$ cat config.mk
export PLATFORM = sky130hd
export DESIGN_NAME = kgp_seq_ctrl
export DESIGN_NICKNAME = d
export VERILOG_FILES = /design/src/rtl/kgp_pkg.sv /design/src/rtl/kgp_branch_eval.sv /design/src/rtl/kgp_seq_ctrl.sv
export SDC_FILE = /design/constraint.sdc
export NUM_CORES = 1
export LEC_CHECK = 0
export BUFFER_PORTS_ARGS = -buffer_cell sky130_fd_sc_hd__buf_2
export CAP_MARGIN = 20
export CORE_ASPECT_RATIO = 1.5
export CORE_UTILIZATION = 35
export DETAILED_ROUTE_END_ITERATION = 16
export HOLD_SLACK_MARGIN = 0.06
export PLACE_DENSITY_LB_ADDON = 0.05
export SLEW_MARGIN = 20
export SYNTH_ARGS = -nofsm -noshare
export SYNTH_HDL_FRONTEND = slang
export SYNTH_HIERARCHICAL = 1
export SYNTH_SLANG_ARGS = --single-unit
$ cat constraint.sdc
create_clock -name clk -period 1.7 [get_ports clk]
set_clock_uncertainty 0.1 [all_clocks]
set_input_delay 0.085 -clock clk [delete_from_list [all_inputs] [get_ports clk]]
set_output_delay 0.085 -clock clk [all_outputs]
set_load 0.03 [all_outputs]
$ cat src/rtl/kgp_pkg.sv
// Shared definitions for the kgp sequencer: FSM state encoding, opcode/function
// constants, and the PC-source and register-destination selectors.
package kgp_pkg;

  typedef enum logic [2:0] {
    ST_IDLE   = 3'd0,
    ST_FETCH  = 3'd1,
    ST_DECODE = 3'd2,
    ST_EXEC   = 3'd3,
    ST_MEM    = 3'd4,
    ST_WB     = 3'd5,
    ST_HALT   = 3'd6
  } state_t;

  typedef enum logic [1:0] {
    PC_INC = 2'd0,
    PC_IMM = 2'd1,
    PC_RA  = 2'd2,
    PC_RS  = 2'd3
  } pc_sel_t;

  typedef enum logic [1:0] {
    DST_RS   = 2'd0,
    DST_RT   = 2'd1,
    DST_HILO = 2'd2,
    DST_RA   = 2'd3
  } rf_dst_t;

  localparam logic [1:0] OP_ALUI = 2'b00;
  localparam logic [1:0] OP_ALUR = 2'b01;
  localparam logic [1:0] OP_BR   = 2'b10;
  localparam logic [1:0] OP_SYS  = 2'b11;

  localparam logic [3:0] FN_ALUI_MAX = 4'b0100;
  localparam logic [3:0] FN_JRA      = 4'b0101;
  localparam logic [3:0] FN_JRS      = 4'b0110;
  localparam logic [3:0] FN_MUL      = 4'b0001;
  localparam logic [3:0] FN_MULU     = 4'b0010;
  localparam logic [3:0] FN_LOAD     = 4'b1001;
  localparam logic [3:0] FN_STORE    = 4'b1010;
  localparam logic [3:0] FN_CALL     = 4'b1000;
  localparam logic [3:0] FN_NOP      = 4'b0000;

endpackage

$ cat src/rtl/kgp_branch_eval.sv
// Branch condition evaluation: fn 0-7 test z,c,s,v for set/clear in pairs;
// fn 1000 (call) and 1001 (jump) are always taken; anything above is never taken.
module kgp_branch_eval (
  input  logic [3:0] fn,
  input  logic       zflag,
  input  logic       cflag,
  input  logic       sflag,
  input  logic       vflag,
  output logic       taken
);

  logic sel_flag;

  always_comb begin
    sel_flag = zflag;
    case (fn[2:1])
      2'd0:    sel_flag = zflag;
      2'd1:    sel_flag = cflag;
      2'd2:    sel_flag = sflag;
      default: sel_flag = vflag;
    endcase

    taken = 1'b0;
    // Even fn wants the flag set, odd fn wants it clear.
    if (!fn[3])
      taken = sel_flag ^ fn[0];
    else if (fn[2:1] == 2'b00)
      taken = 1'b1;
  end

endmodule

$ cat src/rtl/kgp_seq_ctrl.sv
// Multi-cycle instruction sequencer: IDLE/FETCH/DECODE/EXEC/MEM/WB/HALT FSM with
// one-cycle strobes. Define KGP_SEQ_PERF_EN to build the retired-instruction counter.
module kgp_seq_ctrl
  import kgp_pkg::*;
#(
  parameter int PERF_W = 32
) (
  input  logic              clk,
  input  logic              rst_n,
  input  logic              start,
  input  logic [1:0]        op,
  input  logic [3:0]        fn,
  input  logic              zflag,
  input  logic              cflag,
  input  logic              sflag,
  input  logic              vflag,
  output logic              imem_en,
  output logic              ir_ld,
  output logic              opnd_ld,
  output logic              imm_sel,
  output logic [1:0]        pc_sel,
  output logic              pc_we,
  output logic              rf_we,
  output logic [1:0]        rf_dst,
  output logic              mem_we,
  output logic              flag_we,
  output logic              busy,
  output logic              halted,
  output logic [2:0]        state,
  output logic [PERF_W-1:0] retired
);

  state_t state_q, state_d;
  logic   taken;
  logic   alu_imm, alu_reg, mem_op, is_load, is_store, is_mul, halt_op;

  kgp_branch_eval u_branch_eval (
    .fn    (fn),
    .zflag (zflag),
    .cflag (cflag),
    .sflag (sflag),
    .vflag (vflag),
    .taken (taken)
  );

  always_ff @(posedge clk) begin
    if (!rst_n) state_q <= ST_IDLE;
    else        state_q <= state_d;
  end

  assign is_load  = (op == OP_ALUR) && (fn == FN_LOAD);
  assign is_store = (op == OP_ALUR) && (fn == FN_STORE);
  assign mem_op   = is_load || is_store;
  assign alu_imm  = (op == OP_ALUI) && (fn <= FN_ALUI_MAX);
  assign alu_reg  = (op == OP_ALUR) && !mem_op;
  assign is_mul   = (op == OP_ALUR) && ((fn == FN_MUL) || (fn == FN_MULU));
  assign halt_op  = (op == OP_SYS) && (fn != FN_NOP);

  always_comb begin
    state_d = state_q;
    imem_en = 1'b0;
    ir_ld   = 1'b0;
    opnd_ld = 1'b0;
    imm_sel = 1'b0;
    pc_sel  = PC_INC;
    pc_we   = 1'b0;
    rf_we   = 1'b0;
    rf_dst  = DST_RS;
    mem_we  = 1'b0;
    flag_we = 1'b0;

    case (state_q)
      ST_IDLE: if (start) state_d = ST_FETCH;
      ST_FETCH: begin
        imem_en = 1'b1;
        state_d = ST_DECODE;
      end
      ST_DECODE: begin
        ir_ld   = 1'b1;
        state_d = ST_EXEC;
      end
      ST_EXEC: begin
        if (alu_imm || alu_reg) begin
          opnd_ld = 1'b1;
          imm_sel = alu_imm;
          state_d = ST_WB;
        end else if (mem_op) begin
          state_d = ST_MEM;
        end else if (op == OP_BR) begin
          // Call writes PC+1 into ra in the same cycle the PC is redirected.
          pc_we   = 1'b1;
          pc_sel  = taken ? PC_IMM : PC_INC;
          rf_we   = (fn == FN_CALL);
          rf_dst  = (fn == FN_CALL) ? DST_RA : DST_RS;
          state_d = ST_FETCH;
        end else if ((op == OP_ALUI) && (fn == FN_JRA)) begin
          pc_we   = 1'b1;
          pc_sel  = PC_RA;
          state_d = ST_FETCH;
        end else if ((op == OP_ALUI) && (fn == FN_JRS)) begin
          pc_we   = 1'b1;
          pc_sel  = PC_RS;
          state_d = ST_FETCH;
        end else if (halt_op) begin
          state_d = ST_HALT;
        end else begin
          pc_we   = 1'b1;
          state_d = ST_FETCH;
        end
      end
      ST_MEM: begin
        mem_we  = is_store;
        state_d = ST_WB;
      end
      ST_WB: begin
        pc_we   = 1'b1;
        rf_we   = !is_store;
        rf_dst  = is_load ? DST_RT : (is_mul ? DST_HILO : DST_RS);
        flag_we = !mem_op;
        state_d = ST_FETCH;
      end
      ST_HALT: state_d = ST_HALT;
      default: state_d = ST_IDLE;
    endcase
  end

  assign busy   = (state_q != ST_IDLE) && (state_q != ST_HALT);
  assign halted = (state_q == ST_HALT);
  assign state  = state_q;

`ifdef KGP_SEQ_PERF_EN
  logic [PERF_W-1:0] retired_q;
  logic              retire;

  // An instruction completes in WB, or in EXEC when it leaves straight for FETCH/HALT.
  assign retire = (state_q == ST_WB) ||
                  ((state_q == ST_EXEC) && ((state_d == ST_FETCH) || (state_d == ST_HALT)));

  always_ff @(posedge clk) begin
    if (!rst_n)      retired_q <= '0;
    else if (retire) retired_q <= retired_q + {{(PERF_W-1){1'b0}}, 1'b1};
  end

  assign retired = retired_q;
`else
  assign retired = '0;
`endif

endmodule

==> metrics.cfg <==
[detailed_routing]
drc_errors=0
finalWirelength_um=1980
dr_total_vias=797
post_drt_wl_per_cell_um=11.5
ant_nets=0
first_pass_iters=4
vias_per_cell=4.61
drt_iter0_markers=12

[run_status]
status=complete, but fails checks
violations=setup timing

[clock_network]
clock_latency_ns=0.24
postCtsSetupRepairBufs=0
h-tree-depth=1
cts-buffers-inserted=3
clock_path_buffers=2
cts_root_buffer=clkbuf_4
cts_sinks=3
clk_pin_slew_ns=0.03
cts_tree=yes

[critical_path]
critPathArrivalTime_ns=1.66
slowest_delay_ns=0.40
cp-end-kind=output pin
crit_path_top_delay_cell=or4_1
start_kind=flip-flop
ff2ff_path_depth=5
r2r_end=state[0]
cp_cell_sequence=nand3b_1 -> or4_1 -> or3_4 -> o21ai_4 -> buf_6
rr_startpoint=state[1]
setup.worst_path.end=rf_dst[1]
critical_path_class=flip-flop to output pin
cp.required_ns=1.51
ff2ff_setup_slack_ns=0.45
worst-path-max-fanout=2
critPathLaunch=state[1]

[flow_run]
drv_cap=0

[synth]
ys_seq_elements=3
yosys.area_share.adder_pct=0
yosysUniqueCellTypes=37
synth_mux_area_share_pct=3.79
yosys.area_share.simple_pct=30.2
syn_area_per_cell_um2=7.33
seq_area_frac_synth_pct=7.58
synth_top_family_by_area=buffers and inverters
syn_inst=108
synth_compound_area_share_pct=18.3
ys_warn_count=6
synthXorXnorAreaFrac_pct=4.42
synth_area_um2=792

[final_layout]
area_growth_pct=30.6
fin_nets=165
final_area_um2=1030
n_antenna_cell=0
layout_common_cells=conb_1 (32), buf_2 (21), buf_4 (16)
final_common_cell=conb_1
final_util_pct=49.8
final_cells=173
drive_above_1_share_pct=42.4
largest_register_ffs=3

[global_routing]
grt_pass1_wl_um=2910
antenna_found_initial=0
grt_pass1_vias=693
grt_use_total_pct=17.1
grt_max_degree=12
grt-ovfl-total=0

[timing]
fin_crit_ns=1.84
fmax_ghz=0.543
rsz0062_at_grt=true
hold_viol=0
period_share_pct=108
setup_viol=2
slew_violations=0
setup_slack_ns=-0.140

[die]
start_util_pct=38.1
die_h_um=60.3
die_x_um=40.8
core_area_um2=2080
die-area_um2=2460
rows=20
pin_count=62

[placement]
portBuffers=29
place_congestion=0.720
dpl.hpwl_um=1620
placed_area_um2=956
place_inst=168

[power]
seqPwrFrac_pct=15.5
p_per_area_nw_per_um2=484
power.total_w=0.000501
p_sw_share_pct=50.4
power.internal_w=0.000248
leakagePower_nw=0.526
power.share.clock_pct=25.6
power.net_switching_w=0.000252
power_frac_comb_pct=58.9
ir_drop_uv=344

[hold_path]
hold_class=input port to flip-flop

==> worst min-delay path by stage <==
| stage | slack, ns | cells past startpoint | end | startpoint |
|---|---|---|---|---|
| after floorplan | 0.13 | 1 | state[0] | rst_n |
| after global placement | 0.26 | 2 | state[0] | rst_n |
| after detailed placement | 0.25 | 2 | state[0] | rst_n |
| after CTS | 0.1 | 3 | state[1] | op[1] |
| after global routing | 0.10 | 3 | state[1] | op[1] |
| final | 0.1 | 3 | state[1] | op[1] |
==> area by class of cell <==
| cell class | instances | area, um2 |
|---|---|---|
| Clock buffer | 4 | 26.3 |
| Fill cell | 236 | 1040 |
| Inverter | 2 | 7.51 |
| Multi-Input combinational cell | 98 | 612 |
| Sequential cell | 3 | 66.3 |
| Tap cell | 22 | 27.5 |
| Timing Repair Buffer | 44 | 295 |
==> worst max-delay path, delay by kind of cell (launching register included) <==
kind | cells | cell delay, ns
simple gates | 3 | 0.91
compound gates | 1 | 0.06
flops | 1 | 0.31
buf+inv | 1 | 0.14
==> synth_stat cells <==
cell | number | area (um2)
nor4bb_1 | 1 | 10.0
a21boi_0 | 1 | 7.51
o21ai_1 | 2 | 10.0
nor2_1 | 6 | 22.5
and4b_2 | 1 | 11.3
o21a_1 | 3 | 22.5
or2_4 | 1 | 8.76
a32oi_1 | 1 | 8.76
and2b_2 | 2 | 17.5
a31o_2 | 1 | 8.76
a2bb2o_1 | 1 | 10.0
and3_1 | 3 | 18.8
nor3_1 | 4 | 20.0
o21ai_2 | 2 | 17.5
dfxtp_1 | 3 | 60.1
conb_1 | 1 | 3.75
xor2_1 | 1 | 8.76
o22ai_1 | 1 | 6.26
buf_4 | 34 | 255
o221ai_1 | 1 | 8.76
nand2_1 | 4 | 15.0
inv_1 | 2 | 7.51
nand4_1 | 1 | 6.26
a21oi_1 | 4 | 20.0
a221oi_2 | 1 | 15.0
dlymetal6s2s_1 | 1 | 12.5
xnor2_1 | 3 | 26.3
or3_1 | 3 | 18.8
nor3b_1 | 2 | 15.0
nand3b_1 | 2 | 15.0
mux2i_1 | 3 | 30.0
clkbuf_1 | 1 | 3.75
and2_1 | 2 | 12.5
nand3_1 | 3 | 15.0
nor2b_1 | 4 | 25.0
or4_1 | 1 | 7.51
a311o_1 | 1 | 10.0
==> metrics by stage <==
stage / setup slack, ns / hold slack, ns / setup TNS (ns)
6_report: -0.140 / 0.0970 / -0.145
5_1_grt: -0.193 / 0.104 / -0.425
4_1_cts: -0.144 / 0.0979 / -0.164
3_5_place_dp: 0.0417 / 0.254 / 0
3_3_place_gp: 0.0462 / 0.256 / 0
2_1_floorplan: -0.0341 / 0.130 / -0.0370
==> cell families after synthesis <==
kind of cell / count (synthesis)
mux: 3
compound gates: 19
flops: 3
other cells: 1
simple gates: 40
xor+xnor: 4
buf+inv: 38
==> routing by layer <==
| layer | wire [um] | GRT usage (%) | vias up |
|---|---|---|---|
| li1 | - | - | 399 |
| met1 | 743 | 17.8 | 364 |
| met2 | 1120 | 31.3 | 30 |
| met3 | 90 | 2.60 | 4 |
| met4 | 28 | 7.14 | 0 |
| met5 | 0 | 0 | - |
==> timing repair <==
item	in CTS	in global routing
gates resized for setup	6	10
hold buffers	1	0
pin swaps	0	0
hold endpoints to repair	2	0
setup endpoints to repair	4	8
==> power by group through the flow <==
stage	combinational (W)	clock [W]	sequential, W
final	0.000295	0.000128	0.0000778
after global routing	0.000317	0.000143	0.0000781
after CTS	0.000292	0.000132	0.0000777
after detailed placement	0.000288	0	0.0000789
after global placement	0.000287	0	0.0000788
after floorplan	0.000256	0	0.0000927
(Power assumes the default switching activity.)
